[config.mk]
export PLATFORM = sky130hd
export DESIGN_NAME = if_fetch_unit
export DESIGN_NICKNAME = d
export VERILOG_FILES = /design/src/rtl/if_fetch_unit.sv
export SDC_FILE = /design/constraint.sdc
export NUM_CORES = 1
export LEC_CHECK = 0
export ABC_AREA = 1
export BUFFER_PORTS_ARGS = -buffer_cell sky130_fd_sc_hd__buf_2
export CAP_MARGIN = 20
export CORE_MARGIN = 2
export CORE_UTILIZATION = 50
export CTS_CLUSTER_DIAMETER = 100
export DETAILED_ROUTE_END_ITERATION = 7
export PLACE_DENSITY = 0.82
export SKIP_LAST_GASP = 1
export SLEW_MARGIN = 15
export SYNTH_ARGS = -nofsm -noshare
export SYNTH_HDL_FRONTEND = slang
export SYNTH_SLANG_ARGS = --single-unit
[constraint.sdc]
create_clock -name i_clk -period 3.7 [get_ports i_clk]
set_input_delay 0.37 -clock i_clk [delete_from_list [all_inputs] [get_ports i_clk]]
set_output_delay 0.37 -clock i_clk [all_outputs]
set_load 0.005 [all_outputs]
[src/rtl/if_fetch_unit.sv]
// ----------------------------------------------------------------------------
// if_fetch_unit
// Instruction-fetch stage of the forwarding pipeline. Owns the PC, issues
// instruction-memory requests over a req/gnt + rvalid handshake, buffers
// returned instructions and drives the IF/ID pipeline register.
//
// Ports
//   i_clk, i_rst_n        clock, asynchronous active-low reset
//   i_stall_pc            hold the PC, issue no new request
//   i_stall_if_id         hold the IF/ID register
//   i_flush_if_id         squash IF/ID and every in-flight fetch
//   i_branch_target       redirect PC, valid while i_flush_if_id=1
//   o_imem_req/o_imem_addr, i_imem_gnt          request channel
//   i_imem_rvalid/i_imem_rdata                   in-order response channel
//   o_valid_id/o_pc_id/o_instr_id                IF/ID register
//
// Outstanding requests are tracked in a tag queue of {pc, epoch}. Responses
// whose epoch differs from the current one belong to a squashed path and are
// dropped. A request is issued only while tag-queue plus response-FIFO
// occupancy is below DEPTH, so every response always has a FIFO slot.
// ----------------------------------------------------------------------------
module if_fetch_unit #(
    parameter logic [31:0] RESET_PC  = 32'h0000_0000,
    parameter int unsigned DEPTH     = 2,
    parameter logic [31:0] NOP_INSTR = 32'h0000_0013
) (
    input  logic        i_clk,
    input  logic        i_rst_n,
    input  logic        i_stall_pc,
    input  logic        i_stall_if_id,
    input  logic        i_flush_if_id,
    input  logic [31:0] i_branch_target,
    output logic        o_imem_req,
    output logic [31:0] o_imem_addr,
    input  logic        i_imem_gnt,
    input  logic        i_imem_rvalid,
    input  logic [31:0] i_imem_rdata,
    output logic        o_valid_id,
    output logic [31:0] o_pc_id,
    output logic [31:0] o_instr_id
);

    localparam int unsigned PW = (DEPTH > 1) ? $clog2(DEPTH) : 1;
    localparam int unsigned CW = PW + 1;
    localparam logic [CW:0] DEPTH_W = (CW + 1)'(DEPTH);

    // Architectural state
    logic [31:0]   pc_q, pc_d;
    logic          epoch_q, epoch_d;
    logic          valid_id_q, valid_id_d;
    logic [31:0]   pc_id_q, pc_id_d;
    logic [31:0]   instr_id_q, instr_id_d;

    // Tag queue of outstanding requests
    logic [31:0]   tag_pc_q [DEPTH];
    logic          tag_ep_q [DEPTH];
    logic [PW-1:0] tag_wr_q, tag_wr_d, tag_rd_q, tag_rd_d;
    logic [CW-1:0] out_cnt_q, out_cnt_d;

    // Response FIFO of {pc, instr}
    logic [31:0]   fifo_pc_q    [DEPTH];
    logic [31:0]   fifo_instr_q [DEPTH];
    logic [PW-1:0] fifo_wr_q, fifo_wr_d, fifo_rd_q, fifo_rd_d;
    logic [CW-1:0] fifo_cnt_q, fifo_cnt_d;

    logic [CW:0]   in_use;
    logic          req, fire;
    logic          resp_pop, resp_ok;
    logic          fifo_nonempty, load_en, fifo_pop, bypass, fifo_push;
    logic [31:0]   head_pc;

    assign in_use = {1'b0, out_cnt_q} + {1'b0, fifo_cnt_q};
    // Gated by reset so the bus sees no request while the block is held.
    assign req  = i_rst_n && !i_stall_pc && !i_flush_if_id && (in_use < DEPTH_W);
    assign fire = req && i_imem_gnt;

    assign head_pc  = tag_pc_q[tag_rd_q];
    // An rvalid with nothing outstanding is ignored.
    assign resp_pop = i_imem_rvalid && (out_cnt_q != '0);
    // Responses arriving in a flush cycle are wrong-path by definition.
    assign resp_ok  = resp_pop && (tag_ep_q[tag_rd_q] == epoch_q) && !i_flush_if_id;

    assign fifo_nonempty = (fifo_cnt_q != '0);
    assign load_en       = !i_stall_if_id && !i_flush_if_id;
    assign fifo_pop      = load_en && fifo_nonempty;
    assign bypass        = load_en && !fifo_nonempty && resp_ok;
    assign fifo_push     = resp_ok && !bypass;

    always_comb begin
        // NOTE: every variable gets a default first, so no path can infer a latch.
        pc_d       = pc_q;
        epoch_d    = epoch_q;
        valid_id_d = valid_id_q;
        pc_id_d    = pc_id_q;
        instr_id_d = instr_id_q;

        tag_wr_d  = fire     ? tag_wr_q + PW'(1) : tag_wr_q;
        tag_rd_d  = resp_pop ? tag_rd_q + PW'(1) : tag_rd_q;
        out_cnt_d = out_cnt_q + CW'(fire) - CW'(resp_pop);

        fifo_wr_d  = fifo_push ? fifo_wr_q + PW'(1) : fifo_wr_q;
        fifo_rd_d  = fifo_pop  ? fifo_rd_q + PW'(1) : fifo_rd_q;
        fifo_cnt_d = fifo_cnt_q + CW'(fifo_push) - CW'(fifo_pop);

        if (i_flush_if_id) begin
            // Tag-queue entries survive with the old epoch and drain as dropped.
            pc_d       = i_branch_target;
            epoch_d    = ~epoch_q;
            fifo_wr_d  = '0;
            fifo_rd_d  = '0;
            fifo_cnt_d = '0;
            valid_id_d = 1'b0;
            instr_id_d = NOP_INSTR;
        end else begin
            if (fire) begin
                pc_d = pc_q + 32'd4;
            end
            if (load_en) begin
                if (fifo_nonempty) begin
                    valid_id_d = 1'b1;
                    pc_id_d    = fifo_pc_q[fifo_rd_q];
                    instr_id_d = fifo_instr_q[fifo_rd_q];
                end else if (resp_ok) begin
                    valid_id_d = 1'b1;
                    pc_id_d    = head_pc;
                    instr_id_d = i_imem_rdata;
                end else begin
                    valid_id_d = 1'b0;
                    instr_id_d = NOP_INSTR;
                end
            end
        end
    end

    // NOTE: sequential state uses non-blocking assignments only.
    always_ff @(posedge i_clk or negedge i_rst_n) begin
        if (!i_rst_n) begin
            pc_q       <= RESET_PC;
            epoch_q    <= 1'b0;
            valid_id_q <= 1'b0;
            pc_id_q    <= '0;
            instr_id_q <= NOP_INSTR;
            tag_wr_q   <= '0;
            tag_rd_q   <= '0;
            out_cnt_q  <= '0;
            fifo_wr_q  <= '0;
            fifo_rd_q  <= '0;
            fifo_cnt_q <= '0;
        end else begin
            pc_q       <= pc_d;
            epoch_q    <= epoch_d;
            valid_id_q <= valid_id_d;
            pc_id_q    <= pc_id_d;
            instr_id_q <= instr_id_d;
            tag_wr_q   <= tag_wr_d;
            tag_rd_q   <= tag_rd_d;
            out_cnt_q  <= out_cnt_d;
            fifo_wr_q  <= fifo_wr_d;
            fifo_rd_q  <= fifo_rd_d;
            fifo_cnt_q <= fifo_cnt_d;
        end
    end

    // NOTE: storage arrays are not reset; the occupancy counters guard every read.
    always_ff @(posedge i_clk) begin
        if (fire) begin
            tag_pc_q[tag_wr_q] <= pc_q;
            tag_ep_q[tag_wr_q] <= epoch_q;
        end
        if (fifo_push) begin
            fifo_pc_q[fifo_wr_q]    <= head_pc;
            fifo_instr_q[fifo_wr_q] <= i_imem_rdata;
        end
    end

    assign o_imem_req  = req;
    assign o_imem_addr = pc_q;
    assign o_valid_id  = valid_id_q;
    assign o_pc_id     = pc_id_q;
    assign o_instr_id  = instr_id_q;

    // A response with no outstanding request is a memory-side protocol error.
    rvalid_has_request: assert property (
        @(posedge i_clk) disable iff (!i_rst_n) !(i_imem_rvalid && (out_cnt_q == '0))
    );

endmodule

==> results_dict.tcl, run 1 <==
set metrics [dict create \
    clockBufferDepth 3 \
    period_needed_ps 2620 \
    synthMuxAreaShare_pct 0 \
    dr.pass1.iters 6 \
    fin_nets 1480 \
    dp_cells 1704 \
    cts_tree "done" \
    synth_xor_area_share_pct 0.943 \
    dieHeight_um 165 \
    crit_path_end_kind "flip-flop" \
    synth_edf_count 194 \
    fin_skew_ps 23.0 \
    crit_slowest_cell "nand4_1" \
    worst_r2r_path_depth 10 \
    tightest_slew_ps 858 \
    ir_worst_vdd_uv 368 \
    dp_slack_ps 944 \
    critPathRequiredTime_ps 4140 \
    powerDensity_nw_per_um2 654 \
    core_um2 25800 \
    max-slew-margin-rel_pct 42.8 \
    ios 169 \
    p_seq_share_pct 44.6 \
    clockPowerShare_pct 31.7 \
    p_switching_mw 3.10 \
    grt_pass1_wl_mm 49.3 \
    ant_nets 0 \
    synth_area_leader_cell "edfxtp_1" \
    ys.flop_type "edfxtp_1" \
    outcome "finished clean" \
    final-instance-count-excl-fill 1762 \
    yosysWarnings 0 \
    cap_violations 0 \
    power_mw 9.96 \
    overflow 0 \
    die_w_um 165 \
    critPathLaunch "fifo_cnt_q[0]" \
    grt_pass1_vias 9408 \
    path_depth 10 \
    drc 0 \
    cts_inserted_buffers 30 \
    syn_to_final_growth_pct 17.2 \
    crit_family "simple AND/OR/NAND/NOR gates" \
    dieArea_um2 27300 \
    critical_path_class "flip-flop to flip-flop" \
    seq_area_frac_synth_pct 65.3 \
    switching_share_pct 31.1 \
    max_freq_ghz 0.381 \
    path_clk_slew_ps 60 \
    finalSetupViolCount 0 \
    drt_iter0_markers 1100 \
    synth-seq-cells 300 \
    post_cts_buffers 0 \
    path_buf_inv 3 \
    synth_simple_gate_area_share_pct 18.4 \
    grt_start_max_net_pins 77 \
    grt.met2_usage_pct 39.2 \
    synth_compound_area_share_pct 9.62 \
    slowest_delay_ps 460 \
    routed_wl_mm 32.3 \
    via_per_inst 5.57 \
    arrival_ps 3070 \
    synth_fp_nets 1323 \
    clk_latency_ps 560 \
    vias 9818 \
    busiest_layer "met2" \
    use_met3_pct 3.32 \
    drive_above_1_share_pct 22.4 \
    synth.top_cell.area_share_pct 44.8 \
    p_comb_share_pct 23.7 \
    finalSetupTns_ps 0 \
    root_buffer "clkbuf_16" \
    final_hold_viol_count 0 \
    n_antenna_cell 0 \
    wl_per_cell_um 18.3 \
    drv_slew 0 \
    synthDistinctLibCells 32 \
    avgSynthCellArea_um2 10.4 \
    r2r_start "fifo_cnt_q[0]" \
    syn_inst 1246 \
    fp-row-count 59 \
    placement.io_buffers 168 \
    p_int_mw 6.87 \
    setup_ws_ps 1080 \
    antenna_found_initial 0 \
    clkSinkCount 300 \
    p_leak_nw 6.47 \
    hpwl_mm 21.0 \
    synth_fa_ha_area_share_pct 0.635 \
    min_from "i_imem_rdata[8]" \
    yosys-top-cells-area "edfxtp_1 45%, dfrtp_1 20%, nand2_1 8.8%" \
    hold_class "input pin to flip-flop" \
    cts_resized 0 \
    gp_congestion 0.918 \
    track_usage_pct 23.1 \
    async_reset_ff_share_pct 35.3 \
    cp-start-kind "flip-flop" \
    met1_usage_pct 31.3 \
    worstPathCellList "nand2_1, inv_1, fa_1, nor2_1, nand4_1, nand2_1, buf_4, o21ai_0, inv_1, o21ai_0" \
    syn_area_um2 13000 \
    period_share_pct 70.9 \
    htreeDepth 1 \
    whs_path_depth 1 \
    start_util_pct 50.5 \
    cp_max_fo 13 \
    rsz0062_at_grt "no" \
    synth_top_family_by_area "simple AND/OR/NAND/NOR gates" \
]
==> cells by family after synthesis <==
kind of cell,count (synthesis)
AOI/OAI and AO/OA,224
xor gates and xnor gates,14
adders and majority gates,6
buffers and inverters,161
DFF,300
and+or+nand+nor,541
==> final timing paths <==
| check | end | slack [ps] |
|---|---|---|
| setup / recovery | o_imem_addr[21] | 1080 |
| hold / removal | fifo_instr_q[0][8] | 20 |
| setup reg to reg | o_imem_addr[21] | 1080 |
| hold reg to reg | o_pc_id[10] | 460 |
| max in group asynchronous | o_pc_id[12] | 2120 |
| min in group asynchronous | o_instr_id[13] | 450 |
==> cell usage after synthesis (all sizes together) (5+ instances only) <==
| library cell | count |
|---|---|
| a21oi | 37 |
| a31oi | 29 |
| buf | 27 |
| clkbuf | 37 |
| dfrtp | 103 |
| edfxtp | 194 |
| ha | 5 |
| inv | 97 |
| nand2 | 310 |
| nand3 | 96 |
| nor2 | 63 |
| o211ai | 37 |
| o21ai | 121 |
| or2 | 65 |
| xnor2 | 5 |
| xor2 | 9 |
==> power by group through the flow <==
stage | clock, mW | sequential [mW] | combinational, mW
6_report | 3.16 | 4.44 | 2.36
5_1_grt | 3.34 | 4.49 | 2.63
4_1_cts | 3.18 | 4.44 | 2.36
3_5_place_dp | 0 | 4.50 | 2.32
3_3_place_gp | 0 | 4.47 | 2.22
2_1_floorplan | 0 | 4.47 | 1.48
==> state kept, by name (all words and copies together), names as in the netlist, 2 cells and up <==
register / count
tag_pc_q: 64
o_pc_id: 32
fifo_cnt_q: 2
o_imem_addr: 32
fifo_pc_q: 64
out_cnt_q: 2
o_instr_id: 32
fifo_instr_q: 64
tag_ep_q: 2
==> per-layer routing <==
metal,part of all wire [%],vias to the layer above
met4,1.8,0
met5,0,-
met3,7.9,52
met1,41,4748
li1,-,4542
met2,50,476
==> timing repair <==
action                                  in CTS  in global routing
hold buffers                                 1                  0
endpoints found under the setup margin       0                  0
endpoints found under the hold margin       30                  0
==> worst reg2reg max path: stages, from the launching register on <==
cell and delay, ps:
dfrtp_1 410, nand2_1 70, inv_1 40, fa_1 430
nor2_1 150, nand4_1 460, nand2_1 440, buf_4 270
o21ai_0 110, inv_1 60, o21ai_0 70
==> area by class of cell <==
type / instances / area [µm²]
fillers: 1999 / 10500
inverters: 97 / 364
well taps: 335 / 419
multi-input cells: 785 / 3870
clock buffers: 48 / 878
flip-flops and latches: 300 / 8480
repair buffers: 189 / 1070
clock inverters: 8 / 156
==> metrics by stage <==
step | util, % | area (µm²) | hold WS [ps]
after floorplan | - | 13000 | 74.4
after global placement | 55.0 | 14200 | 451
after detailed placement | 55.0 | 14200 | 454
after CTS | 59.1 | 15200 | 2.55
after global routing | 59.1 | 15200 | 4.48
final | 59.1 | 15200 | 19.4
==> cells in the final DEF (no fill, tap or decap), types with 2 or more instances in the layout <==
cell type and n:
xnor2_1 5, buf_12 5, o21ai_0 97, inv_1 92, dfstp_2 3, nor2_1 53, dfrtp_1 102, nor2_4 4
xor2_1 9, or2_2 65, clkbuf_8 6, nor3_1 3, nand4_1 3, o211ai_1 37, edfxtp_1 194, a31oi_1 29
a21oi_1 37, o21ai_1 24, buf_4 16, ha_1 5, nand2_1 306, clkbuf_16 30, buf_2 167, nor2_2 6
bufinv_16 4, inv_2 5, clkbuf_1 12, nand2_2 2, nand3_1 95
Note: power is estimated with default switching activity, not from simulation.
==> inputs of run 2 (changes only) <==
Clock period 3.7 ns to 2.33 ns, I/O delays scaled along.
==> run 2 against run 1 <==
  * Clock skew is 14 ps lower
  * Cell area is 5.2% higher
  * Register-to-register slack worse by 900 ps
  * Power is 62% higher
  * Setup slack worse by 940 ps
  * Worst hold slack worse by 9.7 ps
  * Via count is 2.8% higher
  * Critical path type is now flip-flop to output port
  * Critical endpoint is now o_imem_req
==> results_dict.tcl, run 2 (synthesis results as in run 1) <==
set metrics [dict create \
    cts_inserted_buffers 30 \
    placement.io_buffers 168 \
    dp_cells 1712 \
    path_clk_slew_ps 60 \
    die_w_um 165 \
    core_um2 25800 \
    cp_max_fo 3 \
    tightest_slew_ps 584 \
    cap_violations 0 \
    fp-row-count 59 \
    outcome "finished clean" \
    arrival_ps 1960 \
    period_share_pct 94.0 \
    syn_to_final_growth_pct 23.3 \
    seq_area_um2 8480 \
    drc 0 \
    fin_nets 1549 \
    rsz0062_at_grt "no" \
    track_usage_pct 23.9 \
    finalSetupTns_ps 0 \
    switching_share_pct 31.0 \
    gp_congestion 0.915 \
    fin_skew_ps 8.94 \
    fillCellCount 1880 \
    root_buffer "clkbuf_16" \
    hold_class "input pin to flip-flop" \
    rr_endpoint "out_cnt_q[1]" \
    final-instance-count-excl-fill 1831 \
    largestRegisters "fifo_instr_q x64, fifo_pc_q x64, tag_pc_q x64" \
    finalSetupViolCount 0 \
    final_hold_viol_count 0 \
    clkSinkCount 300 \
    p_leak_nw 6.81 \
    drt_iter0_markers 1307 \
    final_cell_mix "306 x nand2_1, 194 x edfxtp_1, 167 x buf_2" \
    worst_r2r_path_depth 9 \
    p_int_mw 11.2 \
    final_common_cell "nand2_1" \
    final_cell_area_um2 16000 \
    max-slew-margin-rel_pct 61.0 \
    crit_end "o_imem_req" \
    critical_path_class "flip-flop to output port" \
    place_area_um2 14300 \
    grt_pass1_vias 9793 \
    p_comb_share_pct 24.3 \
    grt_pass1_wl_mm 51.0 \
    dieArea_um2 27300 \
    antenna_found_initial 0 \
    clk_latency_ps 550 \
    multi_input_area_um2 3870 \
    dr.pass1.iters 5 \
    max_freq_ghz 0.456 \
    wl_per_cell_um 18.0 \
    p_seq_share_pct 43.6 \
    crit_path_end_kind "output port" \
    n_antenna_cell 0 \
    clockPowerShare_pct 32.1 \
    period_needed_ps 2190 \
    post_cts_buffers 0 \
    vias 10100 \
    drive_above_1_share_pct 22.5 \
    critPathRequiredTime_ps 2100 \
    dp_slack_ps 139 \
    p_switching_mw 5.02 \
    grt_start_max_net_pins 107 \
    start_util_pct 50.5 \
    setup_ws_ps 139 \
    cp-start-kind "flip-flop" \
    overflow 0 \
    ir_worst_vdd_uv 710 \
    hpwl_mm 20.7 \
    r2r_slack_ps 180 \
    htreeDepth 1 \
    powerDensity_nw_per_um2 1010 \
    routed_wl_mm 33.0 \
    r2r_start "out_cnt_q[0]" \
    critPathLaunch "out_cnt_q[0]" \
    via_per_inst 5.51 \
    cts_tree "done" \
    ant_nets 0 \
    ios 169 \
    fin_worst_hold_slack_ps 9.72 \
    dieHeight_um 165 \
    clockBufferDepth 3 \
    drv_slew 0 \
]
run 2: worst min-delay path by stage:
stage	from	end	slack [ps]	cells past startpoint
after floorplan	i_rst_n	epoch_q	-60	0
after global placement	i_rst_n	o_instr_id[2]	410	2
after detailed placement	i_rst_n	o_instr_id[8]	420	2
after CTS	i_branch_target[23]	o_imem_addr[23]	0.5	5
after global routing	i_flush_if_id	o_imem_addr[1]	10	3
final	i_flush_if_id	o_imem_addr[1]	10	3
run 2: layout make-up:
| class | count | area share (%) |
|---|---|---|
| Clock buffer | 40 | 5.30 |
| Clock inverter | 16 | 1.45 |
| Inverter | 97 | 2.27 |
| Multi-Input combinational cell | 785 | 24.2 |
| Sequential cell | 300 | 52.9 |
| Tap cell | 335 | 2.62 |
| Timing Repair Buffer | 258 | 11.2 |
run 2: metrics by stage:
| step | utilization, % | power [mW] |
|---|---|---|
| after global routing | 62.2 | 17.0 |
| after floorplan | - | 9.45 |
| final | 62.2 | 16.2 |
| after detailed placement | 55.5 | 10.9 |
| after CTS | 62.2 | 16.2 |
| after global placement | 55.5 | 10.7 |
run 2: routing by layer:
layer,GRT usage (%),wire length (µm)
met5,0,0
met4,8.46,955
met3,3.52,2990
met2,39.8,16000
met1,32.1,13000
run 2: power groups by stage:
stage	clock (mW)	sequential (mW)	combinational (mW)
after CTS	5.26	7.05	3.91
after global placement	0	7.10	3.63
after global routing	5.49	7.13	4.36
after detailed placement	0	7.14	3.78
final	5.19	7.06	3.93
after floorplan	0	7.09	2.36
run 2: critical path, cell delays in order, from the launching register on:
cell     delay [ps]
dfrtp_1         390
nand2_1          70
inv_1            40
fa_1            450
nor2_2          120
nand3_1         130
inv_1            90
buf_2           110
run 2: timing repair:
action                                 in CTS  in global routing
hold buffers                               63                  0
endpoints found under the hold margin     214                  0
gates resized for setup                     0                  1
setup endpoints to repair                   0                  2
